<file path="config.mk">
export PLATFORM = sky130hd
export DESIGN_NAME = inference_sequencer
export DESIGN_NICKNAME = d
export VERILOG_FILES = /design/src/rtl/inference_seq_pkg.sv /design/src/rtl/inference_sequencer_sync_edge.sv /design/src/rtl/inference_sequencer.sv
export SDC_FILE = /design/constraint.sdc
export NUM_CORES = 2
export LEC_CHECK = 0
export ABC_AREA = 1
export ABC_CLOCK_PERIOD_IN_PS = 53400
export CAP_MARGIN = 0
export CORE_AREA = 2 2 622 624
export DETAILED_ROUTE_END_ITERATION = 16
export DIE_AREA = 0 0 624 626
export GPL_TIMING_DRIVEN = 0
export PLACE_DENSITY = 0.37
export SYNTH_ARGS = -nofsm -noshare
export SYNTH_HDL_FRONTEND = slang
export SYNTH_SLANG_ARGS = --single-unit
</file>
<file path="constraint.sdc">
create_clock -name clk -period 53.4 [get_ports clk]
set_input_delay 10.68 -clock clk [delete_from_list [all_inputs] [get_ports clk]]
set_output_delay 10.68 -clock clk [all_outputs]
set_load 0.1 [all_outputs]
</file>
<file path="src/rtl/inference_seq_pkg.sv">
// inference_seq_pkg
//   Shared types and constants for the inference sequencer.
//   state_e       : FSM state encodings (also driven out on the state port)
//   MAX_CLASS     : largest class index the display logic can show
//   INVALID_CLASS : value latched into result when the network reports junk
//   PIXELS_DEF    : default frame width (28 x 28 drawing grid)
package inference_seq_pkg;

  typedef enum logic [2:0] {
    ST_IDLE    = 3'd0,
    ST_CAPTURE = 3'd1,
    ST_START   = 3'd2,
    ST_WAIT    = 3'd3,
    ST_LATCH   = 3'd4,
    ST_FAIL    = 3'd5
  } state_e;

  localparam int         MAX_CLASS     = 9;
  localparam logic [3:0] INVALID_CLASS = 4'hF;
  localparam int         PIXELS_DEF    = 784;

endpackage

</file>
<file path="src/rtl/inference_sequencer_sync_edge.sv">
// sync_edge
//   Two-flop synchronizer for an asynchronous level, plus a one-cycle pulse
//   on each rising edge of the synchronized level.
//   clk     : destination clock
//   reset   : asynchronous, active-high
//   async_i : level from another clock domain / a pushbutton
//   level_o : synchronized level (two flops behind async_i)
//   rise_o  : high for one cycle when level_o goes 0 -> 1
module sync_edge (
  input  logic clk,
  input  logic reset,
  input  logic async_i,
  output logic level_o,
  output logic rise_o
);

  logic meta_q;
  logic sync_q;
  logic prev_q;

  always_ff @(posedge clk or posedge reset) begin
    if (reset) begin
      meta_q <= 1'b0;
      sync_q <= 1'b0;
      prev_q <= 1'b0;
    end else begin
      meta_q <= async_i;
      sync_q <= meta_q;
      prev_q <= sync_q;
    end
  end

  assign level_o = sync_q;
  assign rise_o  = sync_q & ~prev_q;

endmodule

</file>
<file path="src/rtl/inference_sequencer.sv">
// inference_sequencer
//   Runs one neural-network inference per request: freezes the pixel frame,
//   stretches start for the slow network clock, waits for done with a
//   timeout and latches the reported class.
//
//   state | meaning
//   ------+-------------------------------------------------------------
//   IDLE  | waiting for a request, a pending request or an auto trigger
//   CAPT  | snapshot pixel_in, clear the sticky error flags
//   START | hold nn_start high for START_HOLD cycles
//   WAIT  | wait for a fresh nn_done, give up after TIMEOUT cycles
//   LATCH | store nn_class (or the invalid marker) into result
//   FAIL  | flag timeout, invalidate result
//
// Ports:
//   clk, reset (async, active-high)
//   req          : asynchronous request level, rising edge starts a run
//   auto_en      : enables periodic re-inference (only with INFER_SEQ_AUTO_EN)
//   pixel_in     : live frame; pixel_snap : frozen frame for the network
//   nn_start     : start/init to the network; nn_done / nn_class from it
//   result, result_valid, busy, timeout_err, class_err, state : status
//
// Build option: define INFER_SEQ_AUTO_EN to add the periodic auto trigger,
// which re-runs only when the live frame differs from the last snapshot.
module inference_sequencer
  import inference_seq_pkg::*;
#(
  parameter int PIXELS      = PIXELS_DEF,
  parameter int CLASS_W     = 4,
  parameter int START_HOLD  = 1000,
  parameter int TIMEOUT     = 2_000_000,
  parameter int AUTO_PERIOD = 25_000_000
) (
  input  logic               clk,
  input  logic               reset,
  input  logic               req,
  input  logic               auto_en,
  input  logic [PIXELS-1:0]  pixel_in,
  output logic [PIXELS-1:0]  pixel_snap,
  output logic               nn_start,
  input  logic               nn_done,
  input  logic [CLASS_W-1:0] nn_class,
  output logic [CLASS_W-1:0] result,
  output logic               result_valid,
  output logic               busy,
  output logic               timeout_err,
  output logic               class_err,
  output logic [2:0]         state
);

  localparam int HOLD_W = $clog2(START_HOLD + 1);
  localparam int WAIT_W = $clog2(TIMEOUT + 1);
  localparam logic [HOLD_W-1:0] HOLD_LOAD = HOLD_W'(START_HOLD - 1);
  localparam logic [WAIT_W-1:0] WAIT_LOAD = WAIT_W'(TIMEOUT - 1);

  state_e             state_q, state_d;
  logic [HOLD_W-1:0]  hold_cnt_q, hold_cnt_d;
  logic [WAIT_W-1:0]  wait_cnt_q, wait_cnt_d;
  logic               pending_q, pending_d;
  logic               armed_q, armed_d;
  logic               nn_start_q, nn_start_d;
  logic [PIXELS-1:0]  pixel_snap_q, pixel_snap_d;
  logic [CLASS_W-1:0] result_q, result_d;
  logic               result_valid_q, result_valid_d;
  logic               timeout_err_q, timeout_err_d;
  logic               class_err_q, class_err_d;

  logic req_rise;
  logic done_lvl;
  logic unused_req_lvl;
  logic unused_done_rise;
  logic auto_trig;

  sync_edge u_req_sync (
    .clk     (clk),
    .reset   (reset),
    .async_i (req),
    .level_o (unused_req_lvl),
    .rise_o  (req_rise)
  );

  sync_edge u_done_sync (
    .clk     (clk),
    .reset   (reset),
    .async_i (nn_done),
    .level_o (done_lvl),
    .rise_o  (unused_done_rise)
  );

`ifdef INFER_SEQ_AUTO_EN
  localparam int AUTO_W = $clog2(AUTO_PERIOD + 1);
  localparam logic [AUTO_W-1:0] AUTO_LOAD = AUTO_W'(AUTO_PERIOD - 1);

  logic [AUTO_W-1:0] auto_cnt_q, auto_cnt_d;
  logic              auto_wrap;

  assign auto_wrap  = (auto_cnt_q == '0);
  assign auto_cnt_d = auto_wrap ? AUTO_LOAD : auto_cnt_q - 1'b1;

  always_ff @(posedge clk or posedge reset) begin
    if (reset) auto_cnt_q <= '0;
    else       auto_cnt_q <= auto_cnt_d;
  end

  // Re-run only on a changed frame; a wrap outside IDLE is simply lost.
  assign auto_trig = auto_wrap && auto_en && (state_q == ST_IDLE) &&
                     (pixel_in != pixel_snap_q);
`else
  logic unused_auto;
  assign unused_auto = auto_en | (AUTO_PERIOD == 0);
  assign auto_trig   = 1'b0;
`endif

  always_comb begin
    state_d        = state_q;
    hold_cnt_d     = hold_cnt_q;
    wait_cnt_d     = wait_cnt_q;
    pending_d      = pending_q;
    armed_d        = armed_q;
    nn_start_d     = 1'b0;
    pixel_snap_d   = pixel_snap_q;
    result_d       = result_q;
    result_valid_d = result_valid_q;
    timeout_err_d  = timeout_err_q;
    class_err_d    = class_err_q;

    // One-deep request queue; also catches an edge on the return-to-IDLE cycle.
    if (req_rise && (state_q != ST_IDLE)) pending_d = 1'b1;

    case (state_q)
      ST_IDLE: begin
        if (req_rise || pending_q || auto_trig) begin
          state_d   = ST_CAPTURE;
          pending_d = 1'b0;
        end
      end
      ST_CAPTURE: begin
        pixel_snap_d  = pixel_in;
        timeout_err_d = 1'b0;
        class_err_d   = 1'b0;
        hold_cnt_d    = HOLD_LOAD;
        nn_start_d    = 1'b1;
        state_d       = ST_START;
      end
      ST_START: begin
        armed_d = 1'b0;
        if (hold_cnt_q == '0) begin
          wait_cnt_d = WAIT_LOAD;
          state_d    = ST_WAIT;
        end else begin
          hold_cnt_d = hold_cnt_q - 1'b1;
          nn_start_d = 1'b1;
        end
      end
      ST_WAIT: begin
        // Only a done seen after a low level belongs to this run.
        if (!done_lvl) armed_d = 1'b1;
        if (armed_q && done_lvl) begin
          state_d = ST_LATCH;
        end else if (wait_cnt_q == '0) begin
          state_d = ST_FAIL;
        end else begin
          wait_cnt_d = wait_cnt_q - 1'b1;
        end
      end
      ST_LATCH: begin
        if (nn_class <= CLASS_W'(MAX_CLASS)) begin
          result_d       = nn_class;
          result_valid_d = 1'b1;
        end else begin
          result_d       = CLASS_W'(INVALID_CLASS);
          result_valid_d = 1'b0;
          class_err_d    = 1'b1;
        end
        state_d = ST_IDLE;
      end
      ST_FAIL: begin
        timeout_err_d  = 1'b1;
        result_valid_d = 1'b0;
        state_d        = ST_IDLE;
      end
      default: state_d = ST_IDLE;
    endcase
  end

  always_ff @(posedge clk or posedge reset) begin
    if (reset) begin
      state_q        <= ST_IDLE;
      hold_cnt_q     <= '0;
      wait_cnt_q     <= '0;
      pending_q      <= 1'b0;
      armed_q        <= 1'b0;
      nn_start_q     <= 1'b0;
      pixel_snap_q   <= '0;
      result_q       <= '0;
      result_valid_q <= 1'b0;
      timeout_err_q  <= 1'b0;
      class_err_q    <= 1'b0;
    end else begin
      state_q        <= state_d;
      hold_cnt_q     <= hold_cnt_d;
      wait_cnt_q     <= wait_cnt_d;
      pending_q      <= pending_d;
      armed_q        <= armed_d;
      nn_start_q     <= nn_start_d;
      pixel_snap_q   <= pixel_snap_d;
      result_q       <= result_d;
      result_valid_q <= result_valid_d;
      timeout_err_q  <= timeout_err_d;
      class_err_q    <= class_err_d;
    end
  end

  assign pixel_snap   = pixel_snap_q;
  assign nn_start     = nn_start_q;
  assign result       = result_q;
  assign result_valid = result_valid_q;
  assign busy         = (state_q != ST_IDLE);
  assign timeout_err  = timeout_err_q;
  assign class_err    = class_err_q;
  assign state        = state_q;

endmodule

</file>
==> metrics <==
Clock transition at path regs 0.06 ns; highest-delay cell along the critical path clkdlybuf4s50_1; clock tree root driver cell clkbuf_16; final cycle utilization of the critical path 25.3%; antenna violations before repair 127; count of H-tree levels built during CTS 3; die area 391000 um^2; top cell family by delay on the critical path buffers and inverters; average instance area after synthesis 8.67 um^2; CP bufs+invs 1; TritonCTS buffer count 119; total wire length 330000 um; kind of capture point of the worst setup path output pin; via count 33600; delay of the slowest critical-path stage 1.50 ns; Gates resized, CTS repair 0; predominant post-synthesis flop cell dfrtp_1; series of cell instances along the critical path clkdlybuf4s50_1; number of synthesized flops with an enable pin 0; Routability Congestion 0.964; average routed wire per standard cell 31.0 um; storage element area 20800 um^2; final critical-path required period 13.54 ns; worst-path maximum fanout 2; total DRC errors in the routed layout 0; top-level port count 1589; clk sink count 833; GRT Resource Usage Total 16.3%; starting utilization of the core area 8.38%; sum of net half-perimeters after detailed placement 290000 um; pin count of the biggest net entering global routing 120; most frequent standard cell in the layout excluding fill and tap cells nand2_1; worst skew pair latency 0.91 ns; unrepaired setup endpoints after global routing false; count of warnings emitted by yosys 0; Setup Crit Path Kind flop to output pin; portion of the post-synthesis area used by sequential elements 64.7%; Area growth, synth to finish 80.7%; 1st-iter DRT viols 2459; summed negative setup slack over all endpoints 0 ns; Arrival @ worst endpoint 2.86 ns; number of vias per cell 3.16; worst path required time 42.72 ns; fraction of registers with async set/reset 100%; vias in the first global route 33800; number of hold buffers added after cts 0; max-cap violations 7; Final ANT Viol Nets 0; TritonCTS clock tree yes; worst min path class flop to flop; run status finished with violations; Final Max Tran Viols 6; most frequent cells in the layout nand2_1, clkdlybuf4s50_1, dfrtp_1, buf_2, clkbuf_16; max_slew headroom -9.49%; Final Hold Vio Count 0; postcts setup bufs 0; floorplan core area 384000 um^2; share of post-route cells with drive strength above 1 7.84%; nature of the critical path startpoint flop; Gate Count Post-Synth 3715; number of synthesized register bits 833; detailed-router iteration count before antenna repair 5; width of the die 624 um; Synth cell types 28; maximum count of clock buffers along a single path 4; std cell rows 228; post-synthesis cell area 32200 um^2; fin nets 6232; die height 626 um; Layout fillers 43400; IO Port Bufs 1587; highest clock frequency the design can meet 73.9 MHz; violations in the final reports max-capacitance violations, max-slew violations; overflow left after global routing 0; area of combinational cells with multiple inputs 10200 um^2; # setup viols final 0; Least-Margin Pin Slew 1.64 ns; Post-Synthesis Net Count 4512; wire length of the first global-routing pass 405000 um; Clock Skew 0.0951 ns
[per-stage QoR]
stage | utilization (%) | setup slack, ns | std cells | area [um^2] | hold WS (ns)
floorplan | - | 19.32 | 3715 | 32200 | 0.331
global placement | 14.2 | 5.45 | 10400 | 54400 | 0.343
detailed placement | 14.1 | 39.65 | 10400 | 54300 | 0.344
CTS | 15.1 | 39.76 | 10600 | 58200 | 0.357
global route | 15.1 | 39.79 | 10600 | 58200 | 0.368
finish | 15.1 | 39.86 | 10600 | 58200 | 0.354
[flip-flops by register name, indices dropped and copies added (netlist names), 3 cells and up]
register	cells
hold_cnt_q	10
wait_cnt_q	21
result	4
state	3
pixel_snap	784
[final cells by class]
| type | instances | area share (%) |
|---|---|---|
| inverter | 49 | 0.329 |
| antenna | 32 | 0.138 |
| tap | 5060 | 10.9 |
| multi-input combinational | 2652 | 17.5 |
| clock inverter | 39 | 0.737 |
| clock buffer | 173 | 5.93 |
| sequential | 833 | 35.8 |
| buffer | 181 | 1.69 |
| timing repair buffer | 1599 | 27.0 |
[worst register-to-register path: cells and delay by family, from the launching register on]
kind                   cells  cell delay (ns)
buffers and inverters      4             1.90
flip-flops                 1             0.45
AND/OR/NAND/NOR            4             0.88
[layer usage]
metal | wire length (um) | GRT usage [%]
met1 | 124000 | 18.2
met4 | 9180 | 4.10
met3 | 41500 | 8.83
met5 | 26 | 0
met2 | 155000 | 26.9
[synthesized netlist by cell type (2+ instances only)]
cell	instances	share of area, %
inv_1	44	0.51
dfrtp_1	833	65
buf_2	56	0.87
buf_4	63	1.5
nor2_1	55	0.64
nand4_1	6	0.12
clkbuf_1	62	0.72
nor2_2	3	0.058
ha_1	4	0.16
nand3_1	52	0.81
inv_2	5	0.058
o21ai_0	8	0.12
nand2_1	2496	29
nand2_2	6	0.12
a21oi_1	5	0.078
nand3b_1	2	0.047
nor3_1	4	0.062
[logic make-up (layout without fill, tap and decap cells)]
family,count (synthesis),in the layout,share of synthesized area [%]
buf+inv,230,2041,3.63
compound gates,19,19,0.365
xor+xnor,2,2,0.0544
flops,833,833,64.7
simple gates,2627,2627,31.1
fa+ha+maj,4,4,0.155
other cells,0,32,0
[worst paths after layout]
check | start | to | slack, ns | cells past startpoint
setup / recovery | pixel_snap[184] | pixel_snap[184] | 39.86 | 1
hold reg to reg | u_req_sync.meta_q | u_req_sync.level_o | 0.35 | 0
setup reg to reg | state[1] | pixel_snap[41] | 50.04 | 8
hold / removal | u_req_sync.meta_q | u_req_sync.level_o | 0.35 | 0
min in group asynchronous | reset | pixel_snap[84] | 10.24 | 2
max in group asynchronous | reset | wait_cnt_q[13] | 40.72 | 6
Power is left out: the tool's default activity adds up to more than one toggle a clock period on the data nets, which glitch-free logic cannot reach.
